## config.mk

```make
export PLATFORM = sky130hd
export DESIGN_NAME = ov7670_capture_gen
export DESIGN_NICKNAME = d
export VERILOG_FILES = /design/src/rtl/ov7670_capture_gen.sv
export SDC_FILE = /design/constraint.sdc
export NUM_CORES = 1
export LEC_CHECK = 0
export ABC_AREA = 1
export CAP_MARGIN = 10
export CORE_MARGIN = 10
export CORE_UTILIZATION = 28
export DETAILED_ROUTE_END_ITERATION = 7
export PLACE_DENSITY = 0.57
export SYNTH_ARGS = -nofsm -noshare
export SYNTH_HDL_FRONTEND = slang
export SYNTH_SLANG_ARGS = --single-unit
export TNS_END_PERCENT = 10
```

## constraint.sdc

```tcl
create_clock -name pclk -period 1.6 [get_ports pclk]
set_clock_uncertainty 0.15 [all_clocks]
set_input_delay 0.32 -clock pclk [delete_from_list [all_inputs] [get_ports pclk]]
set_output_delay 0.32 -clock pclk [all_outputs]
set_load 0.02 [all_outputs]
```

## src/rtl/ov7670_capture_gen.sv

```systemverilog
// ov7670_capture_gen
// -----------------------------------------------------------------------------
// Second-generation OV7670 DVP capture. Pairs 8-bit camera bytes into 16-bit
// pixels. Each kept pixel produces a one-cycle framebuffer write strobe with a
// linear address. Frames are gated by 'enable', and the block checks line and
// frame geometry.
//
// Optional build macro: OV7670_CAPTURE_TESTPAT_EN
//   When defined, adds input 'test_pat'. While it is high, the camera pixel is
//   replaced by {line_cnt[7:0], px_cnt[7:0]} and then formatted as usual.
//   Default build (macro undefined) has no such port.
//
// Ports
//   pclk        in   camera pixel clock, all logic on rising edge
//   rst_n       in   asynchronous active-low reset
//   enable      in   capture request, sampled at frame boundaries
//   vsync       in   camera vsync (active high)
//   href        in   camera href (active high)
//   d[7:0]      in   camera data byte
//   test_pat    in   (macro only) replace pixel data with counter pattern
//   addr        out  write address = kept-pixel index within the frame
//   dout[15:0]  out  formatted pixel, unused MSBs zero
//   we          out  one-cycle write strobe
//   frame_done  out  one-cycle pulse when a captured frame closes
//   frame_cnt   out  captured frame counter, wraps
//   geom_err    out  sticky geometry error
// -----------------------------------------------------------------------------
module ov7670_capture_gen #(
  parameter int ADDR_W   = 19,
  parameter int H_ACTIVE = 640,
  parameter int V_ACTIVE = 480,
  parameter int OUT_FMT  = 0,   // 0 RGB444, 1 RGB565, 2 Y8
  parameter int DECIM    = 0    // 1: keep even pixels of even lines
) (
  input  logic              pclk,
  input  logic              rst_n,
  input  logic              enable,
  input  logic              vsync,
  input  logic              href,
  input  logic [7:0]        d,
`ifdef OV7670_CAPTURE_TESTPAT_EN
  input  logic              test_pat,
`endif
  output logic [ADDR_W-1:0] addr,
  output logic [15:0]       dout,
  output logic              we,
  output logic              frame_done,
  output logic [7:0]        frame_cnt,
  output logic              geom_err
);

  localparam int CNT_W = 16;
  localparam int MAX_I = ((H_ACTIVE >> DECIM) * (V_ACTIVE >> DECIM)) - 1;
  localparam logic [ADDR_W-1:0] MAX_ADDR = ADDR_W'(MAX_I);

  localparam logic [1:0] S_IDLE   = 2'd0;
  localparam logic [1:0] S_SYNC   = 2'd1;
  localparam logic [1:0] S_ACTIVE = 2'd2;

  logic [1:0]       state;
  logic             vs_q, hr_q, vs_qq, hr_qq;
  logic [7:0]       d_q, hi_q;
  logic             phase;
  logic             full;          // address MAX already written this frame
  logic [CNT_W-1:0] px_cnt, line_cnt;

  logic        in_act, vs_rise, vs_fall, hr_fall;
  logic        start, px_done, line_end, keep;
  logic [15:0] pix;

  function automatic logic [15:0] fmt(input logic [15:0] p);
    case (OUT_FMT)
      0:       fmt = {4'h0, p[15:12], p[10:7], p[4:1]};
      1:       fmt = p;
      default: fmt = {8'h00, p[7:0]};
    endcase
  endfunction

  assign in_act  = (state == S_ACTIVE);
  assign vs_rise = vs_q & ~vs_qq;
  assign vs_fall = ~vs_q & vs_qq;
  assign hr_fall = hr_qq & ~hr_q;
  assign start   = (state == S_SYNC) & vs_fall;
  // A vsync rise closes the frame at once: any pixel or line edge in the
  // same cycle belongs to the abandoned partial line.
  assign px_done  = in_act & ~vs_rise & hr_q & phase;
  assign line_end = in_act & ~vs_rise & hr_fall;
  assign keep     = (DECIM == 0) || (!px_cnt[0] && !line_cnt[0]);

`ifdef OV7670_CAPTURE_TESTPAT_EN
  assign pix = test_pat ? {line_cnt[7:0], px_cnt[7:0]} : {hi_q, d_q};
`else
  assign pix = {hi_q, d_q};
`endif

  // input registers plus one delayed copy of the strobes for edge detection
  always_ff @(posedge pclk or negedge rst_n) begin
    if (!rst_n) begin
      vs_q  <= 1'b0;
      hr_q  <= 1'b0;
      d_q   <= 8'h00;
      vs_qq <= 1'b0;
      hr_qq <= 1'b0;
    end else begin
      vs_q  <= vsync;
      hr_q  <= href;
      d_q   <= d;
      vs_qq <= vs_q;
      hr_qq <= hr_q;
    end
  end

  always_ff @(posedge pclk or negedge rst_n) begin
    if (!rst_n) begin
      state <= S_IDLE;
    end else begin
      case (state)
        S_IDLE:   if (enable) state <= S_SYNC;
        S_SYNC:   if (vs_fall) state <= S_ACTIVE;
        S_ACTIVE: if (vs_rise) state <= enable ? S_SYNC : S_IDLE;
        default:  state <= S_IDLE;
      endcase
    end
  end

  // byte phase: 0 = high byte, 1 = low byte completing the pixel
  always_ff @(posedge pclk or negedge rst_n) begin
    if (!rst_n) begin
      phase <= 1'b0;
      hi_q  <= 8'h00;
    end else begin
      phase <= (in_act && !vs_rise && hr_q) ? ~phase : 1'b0;
      if (in_act && hr_q && !phase) hi_q <= d_q;
    end
  end

  // pixel / line counters count every pixel and line, kept or not
  always_ff @(posedge pclk or negedge rst_n) begin
    if (!rst_n) begin
      px_cnt   <= '0;
      line_cnt <= '0;
    end else if (start) begin
      px_cnt   <= '0;
      line_cnt <= '0;
    end else if (line_end) begin
      px_cnt   <= '0;
      line_cnt <= line_cnt + CNT_W'(1);
    end else if (px_done) begin
      px_cnt   <= px_cnt + CNT_W'(1);
    end
  end

  // write strobe and data: one cycle after the low byte sits in d_q
  always_ff @(posedge pclk or negedge rst_n) begin
    if (!rst_n) begin
      we   <= 1'b0;
      dout <= 16'h0000;
    end else begin
      we <= px_done & keep & ~full;
      if (px_done && keep && !full) dout <= fmt(pix);
    end
  end

  // Address advances after each strobe. Once MAX is written it holds there
  // and 'full' blocks further writes for the rest of the frame.
  always_ff @(posedge pclk or negedge rst_n) begin
    if (!rst_n) begin
      addr <= '0;
      full <= 1'b0;
    end else if (start) begin
      addr <= '0;
      full <= 1'b0;
    end else if (we) begin
      if (addr == MAX_ADDR) full <= 1'b1;
      else                  addr <= addr + ADDR_W'(1);
    end
  end

  always_ff @(posedge pclk or negedge rst_n) begin
    if (!rst_n) begin
      frame_done <= 1'b0;
      frame_cnt  <= 8'h00;
    end else begin
      frame_done <= in_act & vs_rise;
      if (in_act && vs_rise) frame_cnt <= frame_cnt + 8'd1;
    end
  end

  always_ff @(posedge pclk or negedge rst_n) begin
    if (!rst_n) begin
      geom_err <= 1'b0;
    end else if (start && enable) begin
      geom_err <= 1'b0;
    end else if (in_act && vs_rise) begin
      if (line_cnt != CNT_W'(V_ACTIVE)) geom_err <= 1'b1;
    end else begin
      // wrong pixel count, or a trailing unpaired byte left in phase 1
      if (line_end && (px_cnt != CNT_W'(H_ACTIVE) || phase)) geom_err <= 1'b1;
      if (px_done && keep && full) geom_err <= 1'b1;
    end
  end

endmodule
```

* Word-level counts from Yosys, hierarchy flattened *
Cells that the tools add are included.

cells by class
  $add $sub $neg = 4
  equal/unequal tests = 10
  muxes and demuxes = 22
  bitwise logic cells = 16
  reductions and logical operators = 23

operators by type and width
  cell                                                                        count
  16-bit 2-to-1 mux                                                           5
  19-bit 2-to-1 mux                                                           3
  16-bit by 1-bit adder with 16-bit output (second input constant)            2
  19-bit by 1-bit adder with 19-bit output (second input constant)            1
  19-bit equality test (second input constant)                                1
  16-bit by 10-bit inequality test with 1-bit output (second input constant)  1
  16-bit by 9-bit inequality test with 1-bit output (second input constant)   1
  1-bit bitwise AND                                                           10
  1-bit 2-to-1 mux                                                            10
  1-bit logical AND                                                           9
  8-bit by 1-bit adder with 8-bit output (second input constant)              1
  2-bit 2-to-1 mux                                                            3
  2-bit inequality test (second input constant)                               3
  1-bit inverter                                                              6
  2-bit case mux with 3 select lines                                          1
  2-bit AND reduction                                                         3
  2-bit nonzero test                                                          3
  4-bit nonzero test                                                          1
  1-bit zero test                                                             3
  3-bit by 1-bit inequality test with 1-bit output (second input constant)    1
  3-bit AND reduction                                                         1
  3-bit nonzero test                                                          1
  2-bit by 1-bit equality test with 1-bit output (second input constant)      1
  2-bit equality test (second input constant)                                 1
  other kinds (3)                                                             3

storage, ports and cells
  bits in registers = 98
  input port bits = 13

* Logic depth before layout (Yosys ltp) *
  word-level depth = 10
  mapped depth = 12
  gate-level depth less buffers = 11

* Least setup slack after synthesis *
No wires, ideal clock.

  path kind = register -> register
  from = register addr[1]
  to = register addr[16]
  setup time = 0.118 ns
  arrival time = 1.632 ns
  slack = -0.300 ns
  cell stages (with the launch flop) = 12
  cell sequence = dfrtp_1 -> ha_1 -> nand3_2 -> nor2_4 -> nand2_2 -> nor2_4 -> nand2_2 -> nand2_4 -> inv_2 -> buf_2 -> nand3_1 -> nand2_1

on the way
  word-level cells in the longest chain between the ends = 4
  elaborated cells between the ends (all ways) = 7
  classes of those cells = add/sub: 1; eq/ne: 2; mux: 3; reduce/logical: 1

RTL lines
  element                                   RTL line  text
  from (decl)                               44        output logic [ADDR_W-1:0] addr,
  from (signal assigned)                    175       else addr <= addr + ADDR_W'(1);
  19-bit by 1-bit adder with 19-bit output  175
  19-bit 2-to-1 mux                         174       if (addr == MAX_ADDR) full <= 1'b1;
  19-bit 2-to-1 mux                         173       end else if (we) begin
  19-bit 2-to-1 mux                         170       end else if (start) begin

Several ways; a longest one is shown, not always the timed one. The select of a mux whose other input is x is not followed.
A chain may end at the register's enable or synchronous reset.

* Worst setup path in the final report *
  from = register addr[1]
  to = register addr[5]

Same word-level chain as after synthesis.

==> out/qor.csv <==
metric;value;unit
die_w;151.8;um
slew_viol_final;0;
syn-mean-instance-area;8.052;um^2
final_nets;760;
clkSlewWorstSetupHoldPaths;0.07;ns
synthArstFlopShare;100.0;%
slowest_delay;0.40;ns
crit_buf_inv;0;
drc_errors;0;
vias;4250;
crit_slowest_cell;dfrtp_2;
placedCellCount;946;
synthesis.area;0.004863;mm^2
dr.pass1.iters;4;
core-area;0.01718;mm^2
gp_congestion;0.8426;
fin_hold_ws;0.2446;ns
wl_per_cell;12.96;um
ys.flop_type;dfrtp_1;
yosysUniqueCellTypes;41;
start_util;28.31;%
power;0.006206;W
antenna_found_initial;0;
crit_arrival;1.81;ns
antennaDiodeCount;0;
htreeDepth;3;
synth_fa_ha_area_share;1.544;%
path_class;reg2reg;
setup_viol;30;
cp.depth;10;
worstRegToRegCells;10;
dr.first_iter.drc_count;260;
ys_ff_latch;97;
synth_top_area_cell;dfrtp_1;
worstReg2RegStart;addr[1];
cts_root_buffer;clkbuf_16;
syn_to_final_growth;40.11;%
clock_sinks;97;
r2r-end;addr[5];
reg2reg_setup_slack;-0.11;ns
vias_per_cell;4.381;
drive_gt1_share;27.38;%
cts_buffer_depth;2;
violations;negative setup slack;
synthMuxAreaShare;0.2315;%
timing.final.crit_share;106.8;%
p_per_area;910.7;mW/mm^2
vdd_drop_max;0.4710;mV
cp-end-kind;flop;
period_minus_slack;1.708;ns
synth_area_leaders;dfrtp_1, nand2_1, nor2_1;
synth_top_family_by_area;simple AND/OR/NAND/NOR gates;
startpoint;addr[1];
synth_compound_area_share;6.277;%
die_area;0.02304;mm^2
dp_hpwl;8792;um
io_pins;59;
status;finished, violations left;
drtAntennaViolNets;0;
finalHoldViolations;0;
cts_buffers;9;
die_y;151.8;um
grt_usage;11.17;%
finalNonFillerCells;970;
p_leak;3.278;nW
cap_viol_max_count;0;
grt_pass1_wl;20730;um
synth_edf_count;0;
grt_start_max_net_pins;43;
routed_wl;12570;um
rsz0062_at_grt;yes;
timing.final.ws_setup;-0.1080;ns
overflow;0;
start_kind;flop;
fmax;585.5;MHz
path_cells;ha_4 > nand3_4 > nor2_4 > nand2_2 > nor2_4 > nand2_2 > nand2_4 > nand2_8 > nand2_1 > nand2_1;
crit_family;simple AND/OR/NAND/NOR gates;
rows;48;
synth_top_area_share;49.91;%
synthSimpleGateAreaFrac;31.77;%
crit_required;1.70;ns
path_max_fanout;8;
clock_latency;0.36;ns
cts_tree;yes;
worstHoldPathType;in2reg;
critPathCapture;addr[5];
synth-seq-area-share;49.91;%
synth_xor_area_share;2.701;%
syn_inst;604;
port_buffers;54;
grt_pass1_vias;4201;
pre_cts_slack;-0.1749;ns
yosys_warnings;0;
finalSetupTns;-2.001;ns
==> per-layer routing <==
| layer | vias up | routed length [um] | global-route usage, % |
|---|---|---|---|
| li1 | 2202 | - | - |
| met1 | 1988 | 6092 | 14.89 |
| met2 | 49 | 5831 | 16.97 |
| met3 | 11 | 486 | 3.089 |
| met4 | 0 | 157 | 3.956 |
| met5 | - | 0 | 0 |
==> power by group <==
part | switching [W] | internal, W | total, W
Sequential | 0.000142 | 0.00267 | 0.00281
Combinational | 0.000750 | 0.000583 | 0.00133
Clock | 0.00100 | 0.00106 | 0.00206
Total | 0.00189 | 0.00431 | 0.00621
==> flip-flops by register name, summed over array words and instances (netlist names), 2 cells and up <==
name / count
addr: 19
d_q: 8
px_cnt: 16
line_cnt: 16
dout: 12
hi_q: 7
frame_cnt: 8
state: 2
==> per-stage QoR <==
step / instance area (um^2) / utilization [%]
3_5_place_dp: 6218 / 36.20
3_3_place_gp: 6218 / 36.20
2_1_floorplan: 4906 / -
4_1_cts: 6501 / 37.85
5_1_grt: 6814 / 39.67
6_report: 6814 / 39.67
==> timing repair <==
| item | in CTS | in global routing |
|---|---|---|
| hold endpoints to repair | 19 | 0 |
| cloned | 0 | 2 |
| pin swaps | 4 | 21 |
| hold buffers | 1 | 0 |
| setup buffers | 0 | 6 |
| gates resized for setup | 91 | 93 |
| setup endpoints to repair | 86 | 88 |
==> synth_stat cells (4+ instances only) <==
cell type and n:
nor3_1 9, clkbuf_1 4, nand3_1 38, nand4_1 18
xor2_1 13, or2_2 5, o21ai_0 24, buf_4 6
inv_1 62, nor2_1 81, nand2_2 7, ha_1 6
nand2_1 167, a21oi_1 25, dfrtp_1 97
==> kinds of logic (layout without fill, tap and decap cells) <==
kind of cell,count (synthesis),count (layout)
muxes,1,1
xor gates and xnor gates,15,15
other,1,4
adders and majority gates,6,6
DFF,97,97
AOI/OAI and AO/OA,58,58
buffers and inverters,83,220
and+or+nand+nor,343,344
==> final cells by class <==
| cell class | count | area [um^2] |
|---|---|---|
| clock buffers | 10 | 229.0 |
| inverters | 68 | 277.8 |
| multi-input cells | 428 | 2344 |
| flip-flops and latches | 97 | 2436 |
| fillers | 1775 | 10360 |
| well taps | 225 | 281.5 |
| repair buffers | 136 | 1196 |
| repair inverters | 1 | 8.758 |
| clock inverters | 5 | 41.29 |
==> worst min path at each step <==
stage / slack (ns) / end / cells after the start / from
final: 0.24 / d_q[3] / 1 / d[3]
after global routing: 0.24 / d_q[4] / 1 / d[4]
after CTS: 0.23 / d_q[3] / 1 / d[3]
after detailed placement: 0.09 / line_cnt[13] / 1 / rst_n
after global placement: 0.1 / line_cnt[13] / 1 / rst_n
after floorplan: -0.13 / addr[0] / 0 / rst_n
==> cell usage in the layout, fill, tap and decap left out, drive strengths merged, types with 4 or more instances in the layout <==
cell type / n
nand2: 177
clkdlybuf4s15: 13
ha: 6
clkdlybuf4s50: 11
nor3: 10
or2: 5
clkinv: 4
clkbuf: 15
a21oi: 25
inv: 68
dlygate4sd2: 20
o21ai: 28
nor2: 88
dfrtp: 97
buf: 86
xor2: 13
conb: 4
nand4: 19
nand3: 41
(Power assumes the default switching activity.)
